`src/rtl/multicycle_control.sv`:
```
// Sequencing FSM for the multi-cycle RV32I core: drives per-state datapath
// enables, shares one memory port with a ready handshake, counts retirements.
module multicycle_control #(
  parameter int CNT_W = 32
) (
  input  logic             clk,
  input  logic             arst,
  input  logic [6:0]       op,
  input  logic [2:0]       funct3,
  input  logic             funct7,
  input  logic             Zero,
  input  logic             Sign,
  input  logic             mem_ready,
  output logic             PCWrite,
  output logic             AdrSrc,
  output logic             IRWrite,
  output logic             MemWrite,
  output logic             RegWrite,
  output logic [1:0]       ResultSrc,
  output logic [1:0]       ALUSrcA,
  output logic [1:0]       ALUSrcB,
  output logic [1:0]       ImmSrc,
  output logic [2:0]       ALUControl,
  output logic             halted,
  output logic             retired,
  output logic [CNT_W-1:0] instr_cnt
);

  localparam logic [6:0] OP_LOAD   = 7'b0000011;
  localparam logic [6:0] OP_STORE  = 7'b0100011;
  localparam logic [6:0] OP_RTYPE  = 7'b0110011;
  localparam logic [6:0] OP_ITYPE  = 7'b0010011;
  localparam logic [6:0] OP_BRANCH = 7'b1100011;
  localparam logic [6:0] OP_JAL    = 7'b1101111;

  localparam logic [2:0] ALU_ADD = 3'b000;
  localparam logic [2:0] ALU_SUB = 3'b001;
  localparam logic [2:0] ALU_AND = 3'b010;
  localparam logic [2:0] ALU_OR  = 3'b011;
  localparam logic [2:0] ALU_SLT = 3'b101;

  typedef enum logic [3:0] {
    S_FETCH,
    S_DECODE,
    S_MEMADR,
    S_MEMREAD,
    S_MEMWB,
    S_MEMWRITE,
    S_EXECUTER,
    S_EXECUTEI,
    S_ALUWB,
    S_BRANCH,
    S_JAL,
    S_TRAP
  } state_e;

  state_e           state_q, state_d;
  logic             retired_q, retired_d;
  logic [CNT_W-1:0] cnt_q;

  logic       pc_write, adr_src, ir_write, mem_write, reg_write;
  logic [1:0] result_src, alu_src_a, alu_src_b;
  logic [2:0] alu_control;
  logic       alu_f3_ok, br_f3_ok, taken;

  // Only add/slt/or/and and beq/bne/blt are implemented; the rest trap.
  assign alu_f3_ok = (funct3 == 3'b000) || (funct3 == 3'b010) ||
                     (funct3 == 3'b110) || (funct3 == 3'b111);
  assign br_f3_ok  = (funct3 == 3'b000) || (funct3 == 3'b001) || (funct3 == 3'b100);

  always_comb begin
    case (funct3)
      3'b000:  taken = Zero;
      3'b001:  taken = !Zero;
      3'b100:  taken = Sign;
      default: taken = 1'b0;
    endcase
  end

  function automatic logic [2:0] alu_decode(input logic [2:0] f3, input logic use_sub);
    case (f3)
      3'b000:  return use_sub ? ALU_SUB : ALU_ADD;
      3'b010:  return ALU_SLT;
      3'b110:  return ALU_OR;
      3'b111:  return ALU_AND;
      default: return ALU_ADD;
    endcase
  endfunction

  always_comb begin
    case (op)
      OP_STORE:  ImmSrc = 2'b01;
      OP_BRANCH: ImmSrc = 2'b10;
      OP_JAL:    ImmSrc = 2'b11;
      default:   ImmSrc = 2'b00;
    endcase
  end

  // NOTE: every output of this block gets a default first, so no path can
  // leave a signal unassigned and infer a latch.
  always_comb begin
    state_d     = state_q;
    retired_d   = 1'b0;
    pc_write    = 1'b0;
    adr_src     = 1'b0;
    ir_write    = 1'b0;
    mem_write   = 1'b0;
    reg_write   = 1'b0;
    result_src  = 2'b00;
    alu_src_a   = 2'b00;
    alu_src_b   = 2'b00;
    alu_control = ALU_ADD;

    case (state_q)
      S_FETCH: begin
        alu_src_b  = 2'b10;
        result_src = 2'b10;
        ir_write   = mem_ready;
        pc_write   = mem_ready;
        if (mem_ready) state_d = S_DECODE;
      end
      S_DECODE: begin
        // Branch/jump target is precomputed here and parked in ALUOut.
        alu_src_a = 2'b01;
        alu_src_b = 2'b01;
        case (op)
          OP_LOAD, OP_STORE: state_d = S_MEMADR;
          OP_RTYPE:          state_d = alu_f3_ok ? S_EXECUTER : S_TRAP;
          OP_ITYPE:          state_d = alu_f3_ok ? S_EXECUTEI : S_TRAP;
          OP_BRANCH:         state_d = br_f3_ok  ? S_BRANCH   : S_TRAP;
          OP_JAL:            state_d = S_JAL;
          default:           state_d = S_TRAP;
        endcase
      end
      S_MEMADR: begin
        alu_src_a = 2'b10;
        alu_src_b = 2'b01;
        state_d   = op[5] ? S_MEMWRITE : S_MEMREAD;
      end
      S_MEMREAD: begin
        adr_src = 1'b1;
        if (mem_ready) state_d = S_MEMWB;
      end
      S_MEMWB: begin
        result_src = 2'b01;
        reg_write  = 1'b1;
        state_d    = S_FETCH;
        retired_d  = 1'b1;
      end
      S_MEMWRITE: begin
        adr_src   = 1'b1;
        mem_write = 1'b1;
        if (mem_ready) begin
          state_d   = S_FETCH;
          retired_d = 1'b1;
        end
      end
      S_EXECUTER: begin
        alu_src_a   = 2'b10;
        alu_control = alu_decode(funct3, funct7);
        state_d     = S_ALUWB;
      end
      S_EXECUTEI: begin
        alu_src_a   = 2'b10;
        alu_src_b   = 2'b01;
        alu_control = alu_decode(funct3, 1'b0);
        state_d     = S_ALUWB;
      end
      S_ALUWB: begin
        reg_write = 1'b1;
        state_d   = S_FETCH;
        retired_d = 1'b1;
      end
      S_BRANCH: begin
        alu_src_a   = 2'b10;
        alu_control = ALU_SUB;
        pc_write    = taken;
        state_d     = S_FETCH;
        retired_d   = 1'b1;
      end
      S_JAL: begin
        // PC takes the target from ALUOut while the ALU forms OldPC+4 for rd.
        alu_src_a = 2'b01;
        alu_src_b = 2'b10;
        pc_write  = 1'b1;
        state_d   = S_ALUWB;
      end
      S_TRAP:  state_d = S_TRAP;
      default: state_d = S_TRAP;
    endcase
  end

  // NOTE: state registers use non-blocking assignments so every register
  // samples the pre-edge values, independent of statement order.
  always_ff @(posedge clk or posedge arst) begin
    if (arst) begin
      state_q   <= S_FETCH;
      retired_q <= 1'b0;
      cnt_q     <= '0;
    end else begin
      state_q   <= state_d;
      retired_q <= retired_d;
      if (retired_d) cnt_q <= cnt_q + CNT_W'(1);
    end
  end

  // Enables are gated by reset directly so an aborted access drops at once.
  assign PCWrite    = pc_write  & ~arst;
  assign IRWrite    = ir_write  & ~arst;
  assign MemWrite   = mem_write & ~arst;
  assign RegWrite   = reg_write & ~arst;
  assign AdrSrc     = adr_src;
  assign ResultSrc  = result_src;
  assign ALUSrcA    = alu_src_a;
  assign ALUSrcB    = alu_src_b;
  assign ALUControl = alu_control;
  assign halted     = (state_q == S_TRAP);
  assign retired    = retired_q;
  assign instr_cnt  = cnt_q;

endmodule

```
`config.mk`:
```
export PLATFORM = sky130hd
export DESIGN_NAME = multicycle_control
export DESIGN_NICKNAME = d
export VERILOG_FILES = /design/src/rtl/multicycle_control.sv
export SDC_FILE = /design/constraint.sdc
export NUM_CORES = 1
export LEC_CHECK = 0
export CORE_MARGIN = 2
export CORE_UTILIZATION = 25
export CTS_BUF_LIST = sky130_fd_sc_hd__clkbuf_8
export CTS_CLUSTER_DIAMETER = 40
export DETAILED_ROUTE_END_ITERATION = 10
export GPL_ROUTABILITY_DRIVEN = 0
export PLACE_DENSITY_LB_ADDON = 0.08
export SYNTH_ARGS = -nofsm -noshare
export SYNTH_HDL_FRONTEND = slang
export SYNTH_SLANG_ARGS = --single-unit
```
`constraint.sdc`:
```
create_clock -name clk -period 6.1 [get_ports clk]
set_input_delay 1.525 -clock clk [delete_from_list [all_inputs] [get_ports clk]]
set_output_delay 1.525 -clock clk [all_outputs]
set_load 0.01 [all_outputs]
```
==> summary.txt, run 1 <==
Clock network
  – Clk buf depth: 2
  – Root buf cell: clkbuf_8
  – Cells resized by post-CTS repair: 0
  – H-tree depth: 2
  – Clock-pin slew on the worst setup and hold paths: 0.07 ns
  – CTS Sinks: 37
  – CTS Buf Count: 5
  – Worst-Skew Late Latency: 0.29 ns
  – Hold-fix buffers at CTS: 0
  – Post-CTS Setup Inserts: 0
  – CTS tree: done

Global routing
  – GRT overflow: 0
  – First-pass GRT wire length: 9050 µm
  – Total track usage: 0.127
  – Largest net degree at the start of global routing: 38
  – Initial antenna violation count: 0
  – Vias in the first global route: 1,773

Floorplan
  – Die width: 95.5 µm
  – Initial Util: 0.256
  – Die ar.: 9110 µm²
  – FP Rows: 33
  – Core footprint: 8180 µm²
  – Die H: 95.5 µm
  – Num ports: 66

Cells and area
  – Final Util: 0.364
  – # diodes: 0
  – Fill count: 847
  – Sequential cell area: 926 µm²
  – Final Cell Area: 2970 µm²
  – Most frequent cells in the layout: clkdlybuf4s50_1 (65), dfrtp_1 (37), nor2_1 (21), nand2_1 (21), xnor2_1 (21)
  – Final-stage net count: 304
  – Most common cell after layout, fill and taps aside: clkdlybuf4s50_1
  – Multi-input logic area: 1120 µm²
  – Layout cells sized above 1: 0.0660
  – Non-Filler Instances: 393
  – Area Overhead vs Synth: 42.2%

Min path
  – Critical hold path startpoint: instr_cnt[31]
  – Hold Crit Class: reg -> reg

Power and ir drop
  – Lkg Pwr: 1.21 nW
  – PwrDens: 337 nW/µm²
  – VDD IR max: 0.199 mV
  – Pwr Total: 1.00 mW

STA
  – Worst Skew: 0.00741 ns
  – Max-slew violations: 0
  – Final hold violations: 0
  – Worst Tran Pin Value: 0.763 ns
  – Fin Setup TNS: 0 ns
  – Period utilization: 0.775
  – FMAX: 212 MHz
  – RSZ-0062 raised after global routing: no
  – Finish-stage setup viols: 0
  – Min Tclk post-route: 4.73 ns
  – Slew HR: 0.491

Placement
  – Placed Cells incl. Taps: 385
  – PortBufs: 65
  – Detailed Place HPWL: 3970 µm
  – Placement-stage cell area: 2850 µm²

Detailed routing
  – 1st-iter DRT viols: 45
  – Average wire per standard cell: 13.7 µm
  – Detailed Routing Iterations Pass 1: 4
  – Final WL: 5400 µm
  – Number of vias after detailed routing: 1,849
  – Highest metal used: met4
  – Met3 WL: 327 µm
  – Met1 WL: 2680 µm
  – Met2 Wirelength: 2330 µm
  – Antenna Nets Post-Route: 0
  – Routed vias/inst: 4.70
  – Final routed DRC violation total: 0

Yosys
  – Sequential share of the synthesized area: 0.443
  – Flops & latches, synth: 37
  – Syn_nets: 238
  – Cells after Synth: 221
  – Yosys synthesis warning count: 0
  – Mapped cell area: 2090 µm²
  – Mapped Avg Cell Area: 9.46 µm²
  – Synth unique cells: 42

Setup path
  – Worst Setup SP: mem_ready
  – Worst stage delay on the critical path: 0.60 ns
  – Crit path cell chain: clkdlybuf4s50_1, nand2_1, a211oi_1, a21oi_1, nor2_1, clkdlybuf4s50_1
  – Critical Path Source Type: input pin
  – Top cell by count, worst path: clkdlybuf4s50_1
  – Worst EP required: 4.58 ns
  – Reg-to-reg critical path startpoint: state_q[2]
  – Crit. End Element: output pin
  – WP data arrival: 3.20 ns
  – Critical path type: in -> out
  – Crit path max fanout: 7
  – Crit path max-delay cell type: clkdlybuf4s50_1

Run status
  – Run status: finished, final reports clean

Job
  – Max-cap violations: 0
## state kept, by name, summed over array words and instances (netlist names)
register,flops
state_q,4
retired,1
instr_cnt,32
## synth_stat cells
cell | instances | area, µm²
o21ai_0 | 5 | 25.0
inv_1 | 5 | 18.8
nor2b_1 | 6 | 37.5
nor4_4 | 1 | 21.3
nand3_1 | 15 | 75.1
nand4_1 | 9 | 56.3
xnor2_1 | 21 | 184
a41oi_1 | 1 | 8.76
nor4b_1 | 1 | 8.76
nor4_2 | 1 | 12.5
a31oi_1 | 2 | 12.5
mux2i_1 | 2 | 20.0
a21oi_1 | 8 | 40.0
and3_1 | 2 | 12.5
a221oi_1 | 1 | 8.76
nor3_2 | 1 | 10.0
xor2_1 | 12 | 105
or4_4 | 1 | 11.3
or4b_4 | 2 | 27.5
dfrtp_1 | 37 | 926
nand2b_1 | 5 | 31.3
mux2_2 | 1 | 11.3
ha_1 | 1 | 12.5
or3_1 | 4 | 25.0
clkbuf_1 | 5 | 18.8
or2_2 | 1 | 6.26
a211oi_1 | 2 | 15.0
nor4_1 | 4 | 25.0
o31ai_1 | 2 | 15.0
o21a_1 | 1 | 7.51
a21oi_4 | 1 | 16.3
nor2_1 | 21 | 78.8
and2b_1 | 1 | 7.51
nand2_1 | 21 | 78.8
a2111oi_0 | 1 | 8.76
nor3_1 | 8 | 40.0
buf_2 | 1 | 5.00
nor3_4 | 1 | 16.3
o22ai_1 | 2 | 12.5
and4_1 | 3 | 26.3
buf_1 | 1 | 3.75
or4_1 | 1 | 7.51
## report_power, final
part | internal, mW | total, mW | switching, mW
Combinational | 0.206 | 0.408 | 0.201
Sequential | 0.279 | 0.372 | 0.0933
Clock | 0.133 | 0.223 | 0.0904
Total | 0.618 | 1.00 | 0.385
## layer usage
metal,track usage,vias up
met5,0,-
met4,0.0429,0
met3,0.0308,4
met2,0.188,56
met1,0.182,868
li1,-,921
## cell type report
class / count / share of cell area
clock buffer: 6 / 0.0278
clock inverter: 2 / 0.0126
inverter: 5 / 0.00631
multi-input combinational: 172 / 0.376
sequential: 37 / 0.311
tap: 105 / 0.0442
timing repair buffer: 66 / 0.221
## cell families after synthesis
| family | Yosys count | synth area share |
|---|---|---|
| and+or+nand+nor | 109 | 0.294 |
| buffers and inverters | 12 | 0.0221 |
| xor gates and xnor gates | 33 | 0.138 |
| adders and majority gates | 1 | 0.00598 |
| AOI/OAI and AO/OA | 26 | 0.0814 |
| DFF | 37 | 0.443 |
| muxes | 3 | 0.0150 |
## worst paths after layout
kind | cells after the start | slack (ns) | endpoint
min reg2reg | 1 | 0.48 | instr_cnt[31]
min | 1 | 0.48 | instr_cnt[31]
min in group asynchronous | 3 | 1.83 | instr_cnt[24]
max reg2reg | 5 | 3.76 | instr_cnt[13]
max in group asynchronous | 3 | 3.94 | instr_cnt[14]
max | 6 | 1.37 | PCWrite
## critical path: cells and delay by family
family,cells,cell delay (ns)
buffers and inverters,2,1.15
AND/OR/NAND/NOR,2,0.18
AO/OA/AOI/OAI,2,0.35
## stage by stage
stage                     setup WS (ns)  hold WS, ns
after global placement             1.40        0.463
after global routing               1.28        0.513
after CTS                          1.38        0.488
final                              1.37        0.479
after floorplan                    1.93        0.508
after detailed placement           1.39        0.475
Note: power is estimated with default switching activity, not from simulation.
==> inputs of run 2 (changes only) <==
==> constraint.sdc (replaced) <==
create_clock -name clk -period 3.8 [get_ports clk]
set_input_delay 0.95 -clock clk [delete_from_list [all_inputs] [get_ports clk]]
set_output_delay 0.95 -clock clk [all_outputs]
set_load 0.01 [all_outputs]
==> run 2 against run 1 <==
First-iteration DRC count up 27%. Sequential cell count unchanged. Clock power up 32%. Clock skew about the same. Via count down 0.16%. Worst setup slack worse by 1.1 ns. Cell count up 0.76%. Total power up 56%. Non-clock buffer count up 3. Hold slack worse by 0.0019 ns. Design area about the same. Sequential power up 53%. Largest power group unchanged.
==> summary.txt, run 2 (synthesized netlist as in run 1, its figures left out) <==
Cells and area
  – Number of flip-flops in the largest register: 32 (unchanged)
  – Fill count: 886 (was 847)
  – Area Overhead vs Synth: 42.1% (was 42.2%)
  – Final-stage net count: 307 (was 304)
  – Most frequent cells in the layout: clkdlybuf4s50_1 (65), dfrtp_1 (37), nor2_1 (21), nand2_1 (21), xnor2_1 (21) (unchanged)
  – Sequential cell area: 926 µm² (unchanged)
  – Most common cell after layout, fill and taps aside: clkdlybuf4s50_1 (unchanged)
  – # diodes: 0 (unchanged)
  – Final Util: 0.363 (was 0.364)
  – Multi-input logic area: 1120 µm² (unchanged)
  – Non-Filler Instances: 396 (was 393)
  – Layout cells sized above 1: 0.0756 (was 0.0660)

Detailed routing
  – Final WL: 5490 µm (was 5400 µm)
  – Antenna Nets Post-Route: 0 (unchanged)
  – Routed vias/inst: 4.66 (was 4.70)
  – Final routed DRC violation total: 0 (unchanged)
  – Detailed Routing Iterations Pass 1: 4 (unchanged)
  – Number of vias after detailed routing: 1,846 (was 1,849)
  – 1st-iter DRT viols: 57 (was 45)
  – Average wire per standard cell: 13.9 µm (was 13.7 µm)

Power and ir drop
  – Switching portion of total power: 0.400 (was 0.384)
  – PwrDens: 526 nW/µm² (was 337 nW/µm²)
  – Logic pwr share: 0.447 (was 0.406)
  – Internal Power: 939 µW (was 618 µW)
  – Sw power: 626 µW (was 385 µW)
  – Register share of total power: 0.365 (was 0.371)
  – Lkg Pwr: 1.22 nW (was 1.21 nW)
  – Clock Power Share: 0.188 (was 0.223)
  – VDD IR max: 0.179 mV (was 0.199 mV)

Min path
  – Hold Crit Class: reg -> reg (unchanged)

Job
  – Max-cap violations: 0 (unchanged)

STA
  – Min Tclk post-route: 3.51 ns
  – Slew HR: 0.531 (was 0.491)
  – Period utilization: 0.924
  – RSZ-0062 raised after global routing: no (unchanged)
  – Finish-stage setup viols: 0 (unchanged)
  – FMAX: 285 MHz
  – Worst Tran Pin Value: 0.698 ns (was 0.763 ns)
  – Worst Skew: 0.00768 ns (was 0.00741 ns)
  – Fin Setup TNS: 0 ns (unchanged)
  – Final hold violations: 0 (unchanged)
  – Max-slew violations: 0 (unchanged)

Setup path
  – Critical R2R Capture: instr_cnt[13] (unchanged)
  – Critical path depth: 4 (was 6)
  – R2R cell count: 5 (unchanged)
  – Critical Path Source Type: input pin (unchanged)
  – Worst setup path end: ImmSrc[0] (was PCWrite)
  – Reg-to-reg critical path startpoint: state_q[2] (unchanged)
  – Worst EP required: 2.85 ns (was 4.58 ns)
  – R2R setup slack: 1.44 ns (was 3.76 ns)
  – Crit path cell chain: clkdlybuf4s50_1, or3_1, a21oi_1, clkdlybuf4s50_1 (was clkdlybuf4s50_1, nand2_1, a211oi_1, a21oi_1, nor2_1, clkdlybuf4s50_1)
  – Worst stage delay on the critical path: 0.55 ns (was 0.60 ns)
  – Crit. End Element: output pin (unchanged)
  – Critical path type: in -> out (unchanged)
  – Crit path max-delay cell type: clkdlybuf4s50_1 (unchanged)
  – Top cell by count, worst path: clkdlybuf4s50_1 (unchanged)
  – Crit path max fanout: 5 (was 7)
  – Worst Setup SP: op[3] (was mem_ready)
  – Crit-path leading delay family: buffers and inverters (unchanged)
  – Buf+Inv Stages, Crit Path: 2 (unchanged)
  – WP data arrival: 2.56 ns (was 3.20 ns)

Clock network
  – Post-CTS Setup Inserts: 0 (unchanged)
  – Hold-fix buffers at CTS: 0 (unchanged)
  – CTS Buf Count: 5 (unchanged)
  – CTS Sinks: 37 (unchanged)
  – H-tree depth: 2 (unchanged)
  – Cells resized by post-CTS repair: 0 (unchanged)
  – Clk buf depth: 2 (unchanged)
  – Worst-Skew Late Latency: 0.29 ns (about the same)
  – Clock-pin slew on the worst setup and hold paths: 0.07 ns (about the same)
  – Root buf cell: clkbuf_8 (unchanged)
  – CTS tree: done (unchanged)

Floorplan
  – Initial Util: 0.256 (unchanged)
  – FP Rows: 33 (unchanged)
  – Die width: 95.5 µm (unchanged)
  – Die ar.: 9110 µm² (unchanged)
  – Die H: 95.5 µm (unchanged)
  – Core footprint: 8180 µm² (unchanged)
  – Num ports: 66 (unchanged)

Global routing
  – Largest net degree at the start of global routing: 38 (unchanged)
  – Initial antenna violation count: 0 (unchanged)
  – Vias in the first global route: 1,751 (was 1,773)
  – First-pass GRT wire length: 8910 µm (was 9050 µm)
  – GRT overflow: 0 (unchanged)
  – Total track usage: 0.129 (was 0.127)

Run status
  – Run status: finished, final reports clean (unchanged)

Placement
  – Placed Cells incl. Taps: 388 (was 385)
  – PortBufs: 65 (unchanged)
  – Detailed Place HPWL: 4020 µm (was 3970 µm)
## run 2: changes by cell type in the layout (fill, tap and decap cells not counted)
cell,change
buf_4,+3
bufinv_16,-1
clkinv_2,+1
clkinv_4,+1
clkinvlp_4,-1
## run 2: worst register-to-register path: cells and delay by family (launching register included)
kind / cells / cell delay (ns)
compound gates: 1 / 0.14
xor+xnor: 1 / 0.17
flops: 1 / 0.77
simple gates: 3 / 1.16
## run 2: power by group through the flow
stage	combinational, mW	sequential (mW)	clock (mW)
final	0.699	0.571	0.294
after global routing	0.781	0.589	0.325
after global placement	0.705	0.581	0
after detailed placement	0.705	0.579	0
after CTS	0.711	0.571	0.306
after floorplan	0.437	0.520	0
## run 2: how the worst min path moves through the flow
| stage | cells after the start | start | to | slack (ns) |
|---|---|---|---|---|
| 2_1_floorplan | 1 | instr_cnt[31] | instr_cnt[31] | 0.51 |
| 3_3_place_gp | 1 | instr_cnt[31] | instr_cnt[31] | 0.46 |
| 3_5_place_dp | 1 | instr_cnt[31] | instr_cnt[31] | 0.47 |
| 4_1_cts | 1 | instr_cnt[31] | instr_cnt[31] | 0.49 |
| 5_1_grt | 1 | instr_cnt[31] | instr_cnt[31] | 0.51 |
| 6_report | 1 | instr_cnt[31] | instr_cnt[31] | 0.48 |
## run 2: metal layers
metal	vias up	track usage	share of wire
li1	925	-	-
met1	863	0.185	0.50
met2	56	0.181	0.42
met3	2	0.0395	0.072
met4	0	0.0464	0.0086
met5	-	0	0
## run 2: area by class of cell
| class | instances | share of cell area |
|---|---|---|
| multi-input cells | 172 | 0.376 |
| flip-flops and latches | 37 | 0.312 |
| inverters | 5 | 0.00632 |
| repair buffers | 69 | 0.229 |
| clock buffers | 6 | 0.0278 |
| well taps | 105 | 0.0442 |
| clock inverters | 2 | 0.00463 |
## run 2: through the flow
| step | total power, mW | cell area (µm²) | hold WS (ns) | setup slack (ns) |
|---|---|---|---|---|
| after floorplan | 0.956 | 2090 | 0.508 | 0.780 |
| after detailed placement | 1.28 | 2880 | 0.472 | 0.299 |
| after CTS | 1.59 | 2970 | 0.485 | 0.281 |
| final | 1.56 | 2970 | 0.477 | 0.289 |
| after global routing | 1.69 | 2970 | 0.511 | 0.224 |
| after global placement | 1.29 | 2880 | 0.461 | 0.317 |
==> inputs of run 3 (changes only) <==
--- a/config.mk
+++ b/config.mk
@@ -5,12 +5,14 @@
 export SDC_FILE = /design/constraint.sdc
 export NUM_CORES = 1
 export LEC_CHECK = 0
+export ABC_CLOCK_PERIOD_IN_PS = 4100
 export CORE_MARGIN = 2
 export CORE_UTILIZATION = 25
 export CTS_BUF_LIST = sky130_fd_sc_hd__clkbuf_8
 export CTS_CLUSTER_DIAMETER = 40
 export DETAILED_ROUTE_END_ITERATION = 10
 export GPL_ROUTABILITY_DRIVEN = 0
+export GPL_TIMING_DRIVEN = 0
 export PLACE_DENSITY_LB_ADDON = 0.08
 export SYNTH_ARGS = -nofsm -noshare
 export SYNTH_HDL_FRONTEND = slang
==> constraint.sdc (replaced) <==
create_clock -name clk -period 4.1 [get_ports clk]
set_input_delay 1.025 -clock clk [delete_from_list [all_inputs] [get_ports clk]]
set_output_delay 1.025 -clock clk [all_outputs]
set_load 0.01 [all_outputs]
==> run 3 against run 2 <==
Critical endpoint is now PCWrite. Largest cell class unchanged. Cell count increased by 0.76%. Design area unchanged. Combinational power increased by 3%. Sequential share of layout area unchanged.
==> summary.txt, run 3 (synthesized netlist as in run 1, its figures left out) <==
Run status
  – Run status: finished, final reports clean (unchanged)

Cells and area
  – Layout cells sized above 1: 0.0680 (was 0.0756)
  – # diodes: 0 (unchanged)
  – Number of flip-flops in the largest register: 32 (unchanged)
  – Most common cell after layout, fill and taps aside: clkdlybuf4s50_1 (unchanged)
  – Final-stage net count: 310 (was 307)
  – Fill count: 871 (was 886)
  – Most frequent cells in the layout: clkdlybuf4s50_1 (65), dfrtp_1 (37), nor2_1 (21), nand2_1 (21), xnor2_1 (21) (unchanged)
  – Area Overhead vs Synth: 42.1% (unchanged)
  – Final Util: 0.363 (unchanged)

Global routing
  – Total track usage: 0.129 (about the same)
  – Initial antenna violation count: 0 (unchanged)
  – Vias in the first global route: 1,820 (was 1,751)
  – GRT overflow: 0 (unchanged)
  – First-pass GRT wire length: 9070 µm (was 8910 µm)
  – Largest net degree at the start of global routing: 39 (was 38)

Floorplan
  – Die H: 95.5 µm (unchanged)
  – FP Rows: 33 (unchanged)
  – Die ar.: 9110 µm² (unchanged)
  – Die width: 95.5 µm (unchanged)
  – Core footprint: 8180 µm² (unchanged)
  – Num ports: 66 (unchanged)
  – Initial Util: 0.256 (unchanged)

Min path
  – WHS Endpoint: instr_cnt[31] (unchanged)
  – Critical hold path startpoint: instr_cnt[31] (unchanged)
  – Hold Crit Class: reg -> reg (unchanged)
  – Worst Hold Depth: 1 (unchanged)

Clock network
  – Clk buf depth: 2 (unchanged)
  – Post-CTS Setup Inserts: 0 (unchanged)
  – H-tree depth: 2 (unchanged)
  – Clock-pin slew on the worst setup and hold paths: 0.08 ns (was 0.07 ns)
  – Root buf cell: clkbuf_8 (unchanged)
  – CTS Buf Count: 5 (unchanged)
  – CTS Sinks: 37 (unchanged)
  – Worst-Skew Late Latency: 0.29 ns (about the same)
  – CTS tree: done (unchanged)

Setup path
  – R2R cell count: 5 (unchanged)
  – Worst EP required: 3.07 ns (was 2.85 ns)
  – Crit path max-delay cell type: clkdlybuf4s50_1 (unchanged)
  – Crit path cell chain: clkbuf_1, clkbuf_1, nand2_1, a211oi_1, a21oi_1, nor2_1, clkdlybuf4s50_1 (was clkdlybuf4s50_1, or3_1, a21oi_1, clkdlybuf4s50_1)
  – Critical R2R Capture: instr_cnt[31] (was instr_cnt[13])
  – Crit-path leading delay family: buffers and inverters (unchanged)
  – Reg-to-reg critical path startpoint: instr_cnt[2] (was state_q[2])
  – Crit. End Element: output pin (unchanged)
  – Worst stage delay on the critical path: 0.56 ns (was 0.55 ns)
  – Critical Path Source Type: flip-flop (was input pin)
  – Buf+Inv Stages, Crit Path: 3 (was 2)
  – Critical path type: reg -> out (was in -> out)
  – Top cell by count, worst path: clkbuf_1 (was clkdlybuf4s50_1)
  – Crit path max fanout: 10 (was 5)
  – R2R setup slack: 2.00 ns (was 1.44 ns)
  – WP data arrival: 2.75 ns (was 2.56 ns)

Placement
  – PortBufs: 65 (unchanged)
  – Detailed Place HPWL: 4080 µm (was 4020 µm)
  – Place WS: 0.00281 ns (was 0.299 ns)

Power and ir drop
  – Lkg Pwr: 1.21 nW (was 1.22 nW)
  – PwrDens: 493 nW/µm² (was 526 nW/µm²)
  – VDD IR max: 0.196 mV (was 0.179 mV)
  – Pwr Total: 1.46 mW (was 1.56 mW)

STA
  – Worst Tran Pin Value: 0.634 ns (was 0.698 ns)
  – Slew HR: 0.574 (was 0.531)
  – Final hold slack: 0.483 ns (was 0.477 ns)
  – Max-slew violations: 0 (unchanged)
  – Final WS setup: 0.324 ns (was 0.289 ns)
  – Final hold violations: 0 (unchanged)
  – Min Tclk post-route: 3.78 ns
  – Fin Setup TNS: 0 ns (unchanged)
  – Period utilization: 0.921
  – Finish-stage setup viols: 0 (unchanged)
  – RSZ-0062 raised after global routing: no (unchanged)
  – Worst Skew: 0.0111 ns (was 0.00768 ns)
  – FMAX: 265 MHz

Detailed routing
  – 1st-iter DRT viols: 89 (was 57)
  – Number of vias after detailed routing: 1,867 (was 1,846)
  – Final routed DRC violation total: 0 (unchanged)
  – Antenna Nets Post-Route: 0 (unchanged)
  – Detailed Routing Iterations Pass 1: 4 (unchanged)
  – Final WL: 5530 µm (was 5490 µm)
  – Average wire per standard cell: 13.9 µm (about the same)
  – Routed vias/inst: 4.68 (was 4.66)

Job
  – Max-cap violations: 0 (unchanged)
run 3: cell count changes in the layout (fill, tap and decap cells not counted):
cell | before | now
buf_4 | 4 | 0
clkbuf_1 | 0 | 5
buf_1 | 0 | 1
inv_1 | 5 | 4
inv_4 | 0 | 1
buf_2 | 0 | 1
run 3: layout make-up:
| class | instances | area (µm²) | area share |
|---|---|---|---|
| flip-flops and latches | 37 | 926 | 0.312 |
| inverters | 5 | 21.3 | 0.00716 |
| clock inverters | 2 | 13.8 | 0.00463 |
| repair buffers | 65 | 651 | 0.219 |
| plain buffers | 7 | 27.5 | 0.00926 |
| well taps | 105 | 131 | 0.0442 |
| multi-input cells | 172 | 1120 | 0.376 |
| clock buffers | 6 | 82.6 | 0.0278 |
run 3: report_power, final:
group | internal [mW] | leakage (nW) | switching, mW | total, mW
Sequential | 0.416 | 0.502 | 0.0615 | 0.478
Combinational | 0.320 | 0.657 | 0.397 | 0.717
Clock | 0.136 | 0.0512 | 0.133 | 0.269
Total | 0.872 | 1.21 | 0.592 | 1.46
run 3: how the worst max path moves through the flow:
stage	startpoint	to	slack, ns	cells after the start
2_1_floorplan	arst	IRWrite	0.93	2
3_3_place_gp	arst	IRWrite	-0.57	4
3_5_place_dp	arst	IRWrite	0.003	4
4_1_cts	arst	IRWrite	0.003	4
5_1_grt	state_q[1]	PCWrite	0.11	7
6_report	state_q[1]	PCWrite	0.32	7
run 3: stage by stage:
stage	std cells	instance area [µm²]
after floorplan	221	2090
after global placement	391	2870
after detailed placement	391	2870
after CTS	399	2970
after global routing	399	2970
final	399	2970
run 3: timing repair:
item | 4_1_cts | 5_1_grt
setup endpoints to repair | 0 | 1
hold buffers | 0 | 0
resized for setup | 0 | 2
run 3: per-layer routing:
layer	routed length, µm	track usage
met5	0	0
met4	80	0.0429
met3	267	0.0269
met2	2350	0.191
met1	2840	0.186
